[src/rtl/instr_fetch.sv]
// Instruction fetch/dispatch stage: PC, instruction register, field decode
// and start/waiting handshake with the downstream controller.
module instr_fetch #(
    parameter int PC_W = 8
) (
    input  logic            clk,
    input  logic            rst_n,
    input  logic            run,
    output logic            mem_rd,
    output logic [PC_W-1:0] mem_addr,
    input  logic [15:0]     mem_rdata,
    input  logic            waiting,
    output logic            start,
    output logic [2:0]      opcode,
    output logic [1:0]      ALU_op,
    output logic [2:0]      rn,
    output logic [2:0]      rd,
    output logic [1:0]      shift_op,
    output logic [2:0]      rm,
    output logic [15:0]     sximm5,
    output logic [15:0]     sximm8,
    output logic [PC_W-1:0] pc,
    output logic            halted,
    output logic [15:0]     retired
);

    typedef enum logic [2:0] {
        S_IDLE,
        S_FETCH,
        S_LOAD,
        S_DISPATCH,
        S_WAIT_BUSY,
        S_WAIT_DONE,
        S_HALT
    } state_t;

    state_t          r_state;
    logic [15:0]     r_ir;
    logic [PC_W-1:0] r_pc;
    logic [15:0]     r_retired;
    logic            r_start;
    logic            r_mem_rd;
    logic            r_halted;
    logic            w_is_halt;

    assign w_is_halt = (mem_rdata[15:13] == 3'b111);

    // Strobes are registered alongside the state they belong to.
    always_ff @(posedge clk or negedge rst_n) begin
        if (!rst_n) begin
            r_state   <= S_IDLE;
            r_ir      <= '0;
            r_pc      <= '0;
            r_retired <= '0;
            r_start   <= 1'b0;
            r_mem_rd  <= 1'b0;
            r_halted  <= 1'b0;
        end else begin
            case (r_state)
                S_IDLE: begin
                    if (run) begin
                        r_state  <= S_FETCH;
                        r_mem_rd <= 1'b1;
                    end
                end
                S_FETCH: begin
                    r_state  <= S_LOAD;
                    r_mem_rd <= 1'b0;
                end
                S_LOAD: begin
                    r_ir <= mem_rdata;
                    if (w_is_halt) begin
                        r_state  <= S_HALT;
                        r_halted <= 1'b1;
                    end else begin
                        r_pc    <= r_pc + PC_W'(1);
                        r_state <= S_DISPATCH;
                        r_start <= 1'b1;
                    end
                end
                S_DISPATCH: begin
                    if (waiting) begin
                        r_start <= 1'b0;
                        r_state <= S_WAIT_BUSY;
                    end
                end
                S_WAIT_BUSY: begin
                    if (!waiting) r_state <= S_WAIT_DONE;
                end
                S_WAIT_DONE: begin
                    if (waiting) begin
                        r_retired <= r_retired + 16'd1;
                        if (run) begin
                            r_state  <= S_FETCH;
                            r_mem_rd <= 1'b1;
                        end else begin
                            r_state <= S_IDLE;
                        end
                    end
                end
                S_HALT: begin
                    r_halted <= 1'b1;
                end
                default: begin
                    r_state  <= S_IDLE;
                    r_start  <= 1'b0;
                    r_mem_rd <= 1'b0;
                end
            endcase
        end
    end

    assign mem_rd   = r_mem_rd;
    assign mem_addr = r_pc;
    assign start    = r_start;
    assign pc       = r_pc;
    assign halted   = r_halted;
    assign retired  = r_retired;

    assign opcode   = r_ir[15:13];
    assign ALU_op   = r_ir[12:11];
    assign rn       = r_ir[10:8];
    assign rd       = r_ir[7:5];
    assign shift_op = r_ir[4:3];
    assign rm       = r_ir[2:0];
    assign sximm5   = {{11{r_ir[4]}}, r_ir[4:0]};
    assign sximm8   = {{8{r_ir[7]}}, r_ir[7:0]};

endmodule

[config.mk]
export PLATFORM = sky130hd
export DESIGN_NAME = instr_fetch
export DESIGN_NICKNAME = d
export VERILOG_FILES = /design/src/rtl/instr_fetch.sv
export SDC_FILE = /design/constraint.sdc
export NUM_CORES = 1
export LEC_CHECK = 0
export CAP_MARGIN = 20
export CORE_ASPECT_RATIO = 0.6
export CORE_UTILIZATION = 45
export DETAILED_ROUTE_END_ITERATION = 7
export PLACE_DENSITY = 0.89
export SLEW_MARGIN = 20
export SYNTH_ARGS = -nofsm -noshare
export SYNTH_HDL_FRONTEND = slang
export SYNTH_SLANG_ARGS = --single-unit
[constraint.sdc]
create_clock -name clk -period 2.7 [get_ports clk]
set_clock_uncertainty 0.1 [all_clocks]
set_input_delay 0.54 -clock clk [delete_from_list [all_inputs] [get_ports clk]]
set_output_delay 0.54 -clock clk [all_outputs]
set_load 0.005 [all_outputs]
==> out/metrics.csv, run 1 <==
metric,value,unit
status,completed,
Top delay family on crit path,buffers and inverters,
final setup TNS,0,ps
Ports,103,
share of layout cells above drive strength 1,12.4,%
DRC,0,
"Setup violations, final",0,
Critical Path RT,2060,ps
slowest cell delay on critical path,590,ps
Reg power frac,35.5,%
Crit Path Max Fanout,15,
Worst-Margin Slew,578,ps
die height,57.1,µm
final worst path period share,76.9,%
final core utilization,68.0,%
Die Span X,93.9,µm
placer congestion estimate,0.770,
"Cell Chain, Critical Path",clkdlybuf4s50_1,
Adder-Cell Fraction of Synth Area,1.10,%
std cell rows,19,
critical path's slowest cell,clkdlybuf4s50_1,
1st-iter DRT viols,36,
post-synth top area share,50.5,%
#FFs+latches synth,46,
Hold WS,219,ps
port bufs,102,
P_sw,0.000945,W
diode count,0,
crit path capture type,output pin,
Syn Area/Cell,11.5,µm²
largest net degree at the start of global routing,47,
starting density of the core,48.4,%
max frequency,482,MHz
Overflow after GRT,0,
min cycle time layout,2080,ps
H-tree levels,2,
CP Buf/Inv Count,1,
Post-CTS Repair Setup Buffers,0,
simple-gate share of the synthesized area,12.0,%
clock share of power,18.6,%
dpl hpwl,3440,µm
post-synthesis compound-gate area fraction,3.40,%
Final #Nets,287,
core region area,4710,µm²
WL/cell,13.8,µm
vias in the first global route,1488,
setup ws final,623,ps
sequential area share after synthesis,50.5,%
peak supply drop,0.000537,V
cell area after synthesis,2280,µm²
Crit path depth,1,
worst setup path class,flip-flop to output pin,
Internal,0.00239,W
Detailed Routing Iterations Pass 1,4,
Sw Ratio,28.3,%
gr usage total,17.9,%
Final Hold Fails,0,
mux contribution to synthesized area,8.89,%
Max Slew Vio Count,0,
Num CTS Buffers,5,
Mapped Cells,199,
DIE AREA,5360,µm²
number of distinct library cells after synthesis,30,
Antenna Violating Nets Remaining,0,
RSZ-0062 raised after global routing,no,
Comb pwr share,45.9,%
main combinational cell family by area after synthesis,buffers and inverters,
CTS tree,yes,
CP Data Arrival Time,1440,ps
first-pass GRT wire length,7270,µm
layout overhead on the synthesized area,40.3,%
Mapped Nets,221,
Worst-Skew Late Latency,290,ps
worst min path class,input pin to async pin,
post-cts resize count,0,
dominant cell type by area after synthesis,dfrtp_1,
CP startpoint kind,flip-flop,
total routed wirelength,4560,µm
"top cells by area, synth","dfrtp_1 50%, buf_4 14%, mux2_2 8.9%, xnor2_1 7.7%, nand3_1 2.2%",
xor and xnor area share after synthesis,8.84,%
Yosys warning total,0,
initial antenna violation count,0,
Power Density,1040,nW/µm²
via count,1612,
total clock sinks,46,
worst r2r path cells,5,
Place WS,470,ps
CTS clock-pin slew for the worst setup and hold paths,90,ps
Slew headroom,61.5,%
Max-Cap Viols,0,
leakage,1.33,nW
drt via density,4.90,
CTS Root Cell,clkbuf_8,
"Hold-fix buffers, CTS",0,
maximum clock insertion buffer count,2,
[layer usage]
layer / track usage, % / vias to the layer above / routed length, µm
met5: 0 / - / 0
li1: - / 762 / -
met2: 28.6 / 68 / 2060
met4: 5.49 / 0 / 38
met1: 23.9 / 777 / 2100
met3: 5.33 / 5 / 356
[cell usage after synthesis (all sizes together)]
master and count:
dfrtp 46, buf 45, xnor2 20, mux2 18
nand2 13, nand3 10, nand4 5, o21ai 5
and2 4, and3 4, nor2 4, a21oi 3
and4 3, xor2 3, ha 2, inv 2
nand2b 2, a22oi 1, a31oi 1, a41oi 1
and4b 1, clkbuf 1, nor3b 1, o221ai 1
o22ai 1, or2 1, or3 1
[through the flow]
| stage | cell area (µm²) | std cells | total power [W] |
|---|---|---|---|
| floorplan | 2280 | 199 | 0.00206 |
| global placement | 3060 | 321 | 0.00270 |
| detailed placement | 3060 | 321 | 0.00275 |
| CTS | 3200 | 329 | 0.00338 |
| global route | 3200 | 329 | 0.00355 |
| finish | 3200 | 329 | 0.00334 |
[kinds of logic after synthesis]
| logic type | after synthesis |
|---|---|
| adders and majority gates | 2 |
| buffers and inverters | 48 |
| and+or+nand+nor | 49 |
| AOI/OAI and AO/OA | 13 |
| DFF | 46 |
| xor gates and xnor gates | 23 |
| muxes | 18 |
[cell usage in the layout, fill, tap and decap left out, types with 2 or more instances in the layout]
cell and count:
xnor2_1 20, inv_1 2, nand2_1 13, and3_1 3
and2_1 4, nand4_1 5, nand2b_1 2, dfrtp_1 46
nand3_1 10, xor2_1 3, nor2_1 4, bufinv_16 2
clkdlybuf4s50_1 101, buf_4 3, o21ai_0 5, and4_1 3
ha_1 2, a21oi_1 3, mux2_2 18, clkbuf_8 6
[power by group through the flow]
stage,Clock [W],Combinational [W],Sequential (W)
2_1_floorplan,0,0.000926,0.00113
3_3_place_gp,0,0.00152,0.00118
3_5_place_dp,0,0.00155,0.00120
4_1_cts,0.000634,0.00155,0.00119
5_1_grt,0.000669,0.00165,0.00123
6_report,0.000621,0.00153,0.00119
[state kept, by name (all words and copies together), names as in the netlist]
name,count
halted,1
mem_addr,8
mem_rd,1
r_ir,16
r_state,3
retired,16
start,1
[worst paths after layout]
path	start	to	slack, ps
max	r_ir[4]$_DFFE_PN0N_	sximm5[13]	620
min	rst_n	mem_addr[5]$_DFFE_PN0P_	220
max reg2reg	r_state[1]$_DFFE_PN0P_	mem_addr[6]$_DFFE_PN0P_	990
max in group asynchronous	rst_n	r_state[2]$_DFFE_PN0P_	1880
min in group clk	retired[15]$_DFFE_PN0P_	retired[15]$_DFFE_PN0P_	390
min reg2reg	retired[15]$_DFFE_PN0P_	retired[15]$_DFFE_PN0P_	390
[final cells by class]
class                           count  area (µm²)
Inverter                            2        7.51
Clock buffer                        6        82.6
Tap cell                           63        78.8
Timing Repair Buffer              105        1040
Clock inverter                      2        60.1
Multi-Input combinational cell    105         781
Sequential cell                    46        1150
Fill cell                         359        1510
No activity file was read; power rests on OpenSTA's default activity.
==> run 2, diff against run 1 <==
Settings changed: CORE_UTILIZATION 45 to 42, PLACE_DENSITY 0.89 to 0.84.
Clock period 2.7 ns to 1.97 ns, I/O delays scaled along.
==> out/metrics.csv, run 2 (synthesis gave the netlist of run 1 again) <==
metric,value,unit,change
Reg power frac,37.9,%,+2.4 points
Num CTS Buffers,5,,unchanged
"Cell Chain, Critical Path",clkdlybuf4s50_1,,
starting density of the core,44.4,%,-4.0 points
CTS Root Cell,clkbuf_8,,
Top delay family on crit path,buffers and inverters,,
Final #Nets,294,,+2.4%
layout overhead on the synthesized area,40.4,%,about the same
Slew headroom,68.4,%,+6.9 points
via count,1607,,-0.31%
"Cell Count, Final, Fillers Out",338,,+2.7%
Crit Path Max Fanout,7,,-8
Antenna Violating Nets Remaining,0,,unchanged
Comb pwr share,49.8,%,+3.9 points
total clock sinks,46,,unchanged
Final Power,0.00430,W,+29%
Critical Path RT,1480,ps,-580 ps
"Setup violations, final",0,,unchanged
Internal,0.00303,W,+27%
gr usage total,17.5,%,-0.44 points
port bufs,102,,unchanged
most frequent cells in the layout,"101 x clkdlybuf4s50_1, 44 x dfrtp_1, 20 x xnor2_1",,
clock share of power,12.3,%,-6.3 points
critical path's slowest cell,clkdlybuf4s50_1,,
maximum clock insertion buffer count,2,,unchanged
share of layout cells above drive strength 1,14.0,%,+1.6 points
leakage,1.33,nW,about the same
reg2reg setup slack,280,ps,-710 ps
max frequency,554,MHz,
DIE AREA,5740,µm²,+6.9%
final setup TNS,0,ps,unchanged
DP Cell Count,330,,+2.8%
# fillers,407,,+13%
Sw Ratio,29.6,%,+1.3 points
"leading cell type in the layout, fill and taps excluded",clkdlybuf4s50_1,,
1st-iter DRT viols,47,,+31%
Max-Cap Viols,0,,unchanged
dpl hpwl,3520,µm,+2.4%
diode count,0,,unchanged
total routed wirelength,4580,µm,+0.44%
H-tree levels,2,,unchanged
worst min path class,flip-flop to flip-flop,,
CTS clock-pin slew for the worst setup and hold paths,80,ps,about the same
final worst path period share,91.6,%,
CP Data Arrival Time,1310,ps,-130 ps
largest net degree at the start of global routing,22,,-53%
first-pass GRT wire length,7860,µm,+8.1%
Max Slew Vio Count,0,,unchanged
Overflow after GRT,0,,unchanged
worst setup path class,flip-flop to output pin,,
Post-CTS Repair Setup Buffers,0,,unchanged
CTS tree,yes,,
core region area,5130,µm²,+9.0%
P_sw,0.00127,W,+35%
std cell rows,20,,+1
Ports,103,,unchanged
initial antenna violation count,0,,unchanged
Die Span X,97.1,µm,+3.4%
status,completed,,
RSZ-0062 raised after global routing,no,,
Detailed Routing Iterations Pass 1,4,,unchanged
Worst-Margin Slew,473,ps,-104 ps
die height,59.1,µm,+3.4%
Worst-Skew Late Latency,290,ps,about the same
vias in the first global route,1618,,+8.7%
WL/cell,13.5,µm,-2.2%
min cycle time layout,1800,ps,
CP Buf/Inv Count,1,,unchanged
peak supply drop,0.000877,V,+63%
crit path capture type,output pin,,
Power Density,1340,nW/µm²,+29%
placer congestion estimate,0.748,,-2.8%
CP startpoint kind,flip-flop,,
drt via density,4.75,,-3.0%
Final Hold Fails,0,,unchanged
slowest cell delay on critical path,550,ps,-40 ps
DRC,0,,unchanged
-- run 2: changes by cell type in the layout (fill, tap and decap cells not counted), sizes merged --
cell	previous run	this run
buf	4	10
clkbuf	6	7
bufinv	2	0
dlygate4sd3	0	1
-- run 2: power by group through the flow --
stage	Combinational (W)	Clock (W)	Sequential [W]
after floorplan	0.00127	0	0.00155
after global placement	0.00214	0	0.00162
after detailed placement	0.00216	0	0.00165
after CTS	0.00217	0.000556	0.00163
after global routing	0.00232	0.000593	0.00170
final	0.00214	0.000529	0.00163
-- run 2: area by class of cell --
class                      instances  area [µm²]  share of cell area, %
multi-input combinational        105         787                   24.6
inverter                           2        7.51                  0.235
clock buffer                       7        76.3                   2.38
timing repair buffer             112        1090                   34.2
sequential                        46        1150                   36.0
tap                               66        82.6                   2.58
-- run 2: per-stage QoR --
| stage | setup WS (ps) | hold slack (ps) | instance area (µm²) | utilization [%] |
|---|---|---|---|---|
| finish | 166 | 379 | 3200 | 62.4 |
| global route | 65.2 | 400 | 3200 | 62.4 |
| CTS | 23.7 | 387 | 3200 | 62.3 |
| detailed placement | 45.7 | 274 | 3110 | 60.7 |
| global placement | 96.8 | 269 | 3110 | 60.7 |
| floorplan | 470 | -1.59 | 2280 | - |
-- run 2: repair_timing --
action | CTS | global route
endpoints found under the hold margin | 19 | 0
hold buffers | 1 | 0
setup endpoints to repair | 0 | 17
gates resized for setup | 0 | 2
-- run 2: worst paths after layout --
path	start	endpoint	depth (start not counted)
worst max-delay path	mem_addr[1]$_DFFE_PN0P_	pc[1]	1
worst min-delay path	retired[15]$_DFFE_PN0P_	retired[15]$_DFFE_PN0P_	1
worst max register to register	r_state[0]$_DFFE_PN0P_	retired[13]$_DFFE_PN0P_	4
worst min register to register	retired[15]$_DFFE_PN0P_	retired[15]$_DFFE_PN0P_	1
max in group asynchronous	rst_n	r_ir[7]$_DFFE_PN0N_	3
min in group asynchronous	rst_n	r_ir[1]$_DFFE_PN0N_	2
-- run 2: layer usage --
layer  share of wire [%]  track usage (%)
met1                  48             23.0
met2                  45             29.1
met3                 6.5             4.95
met4                0.55             4.48
met5                   0                0
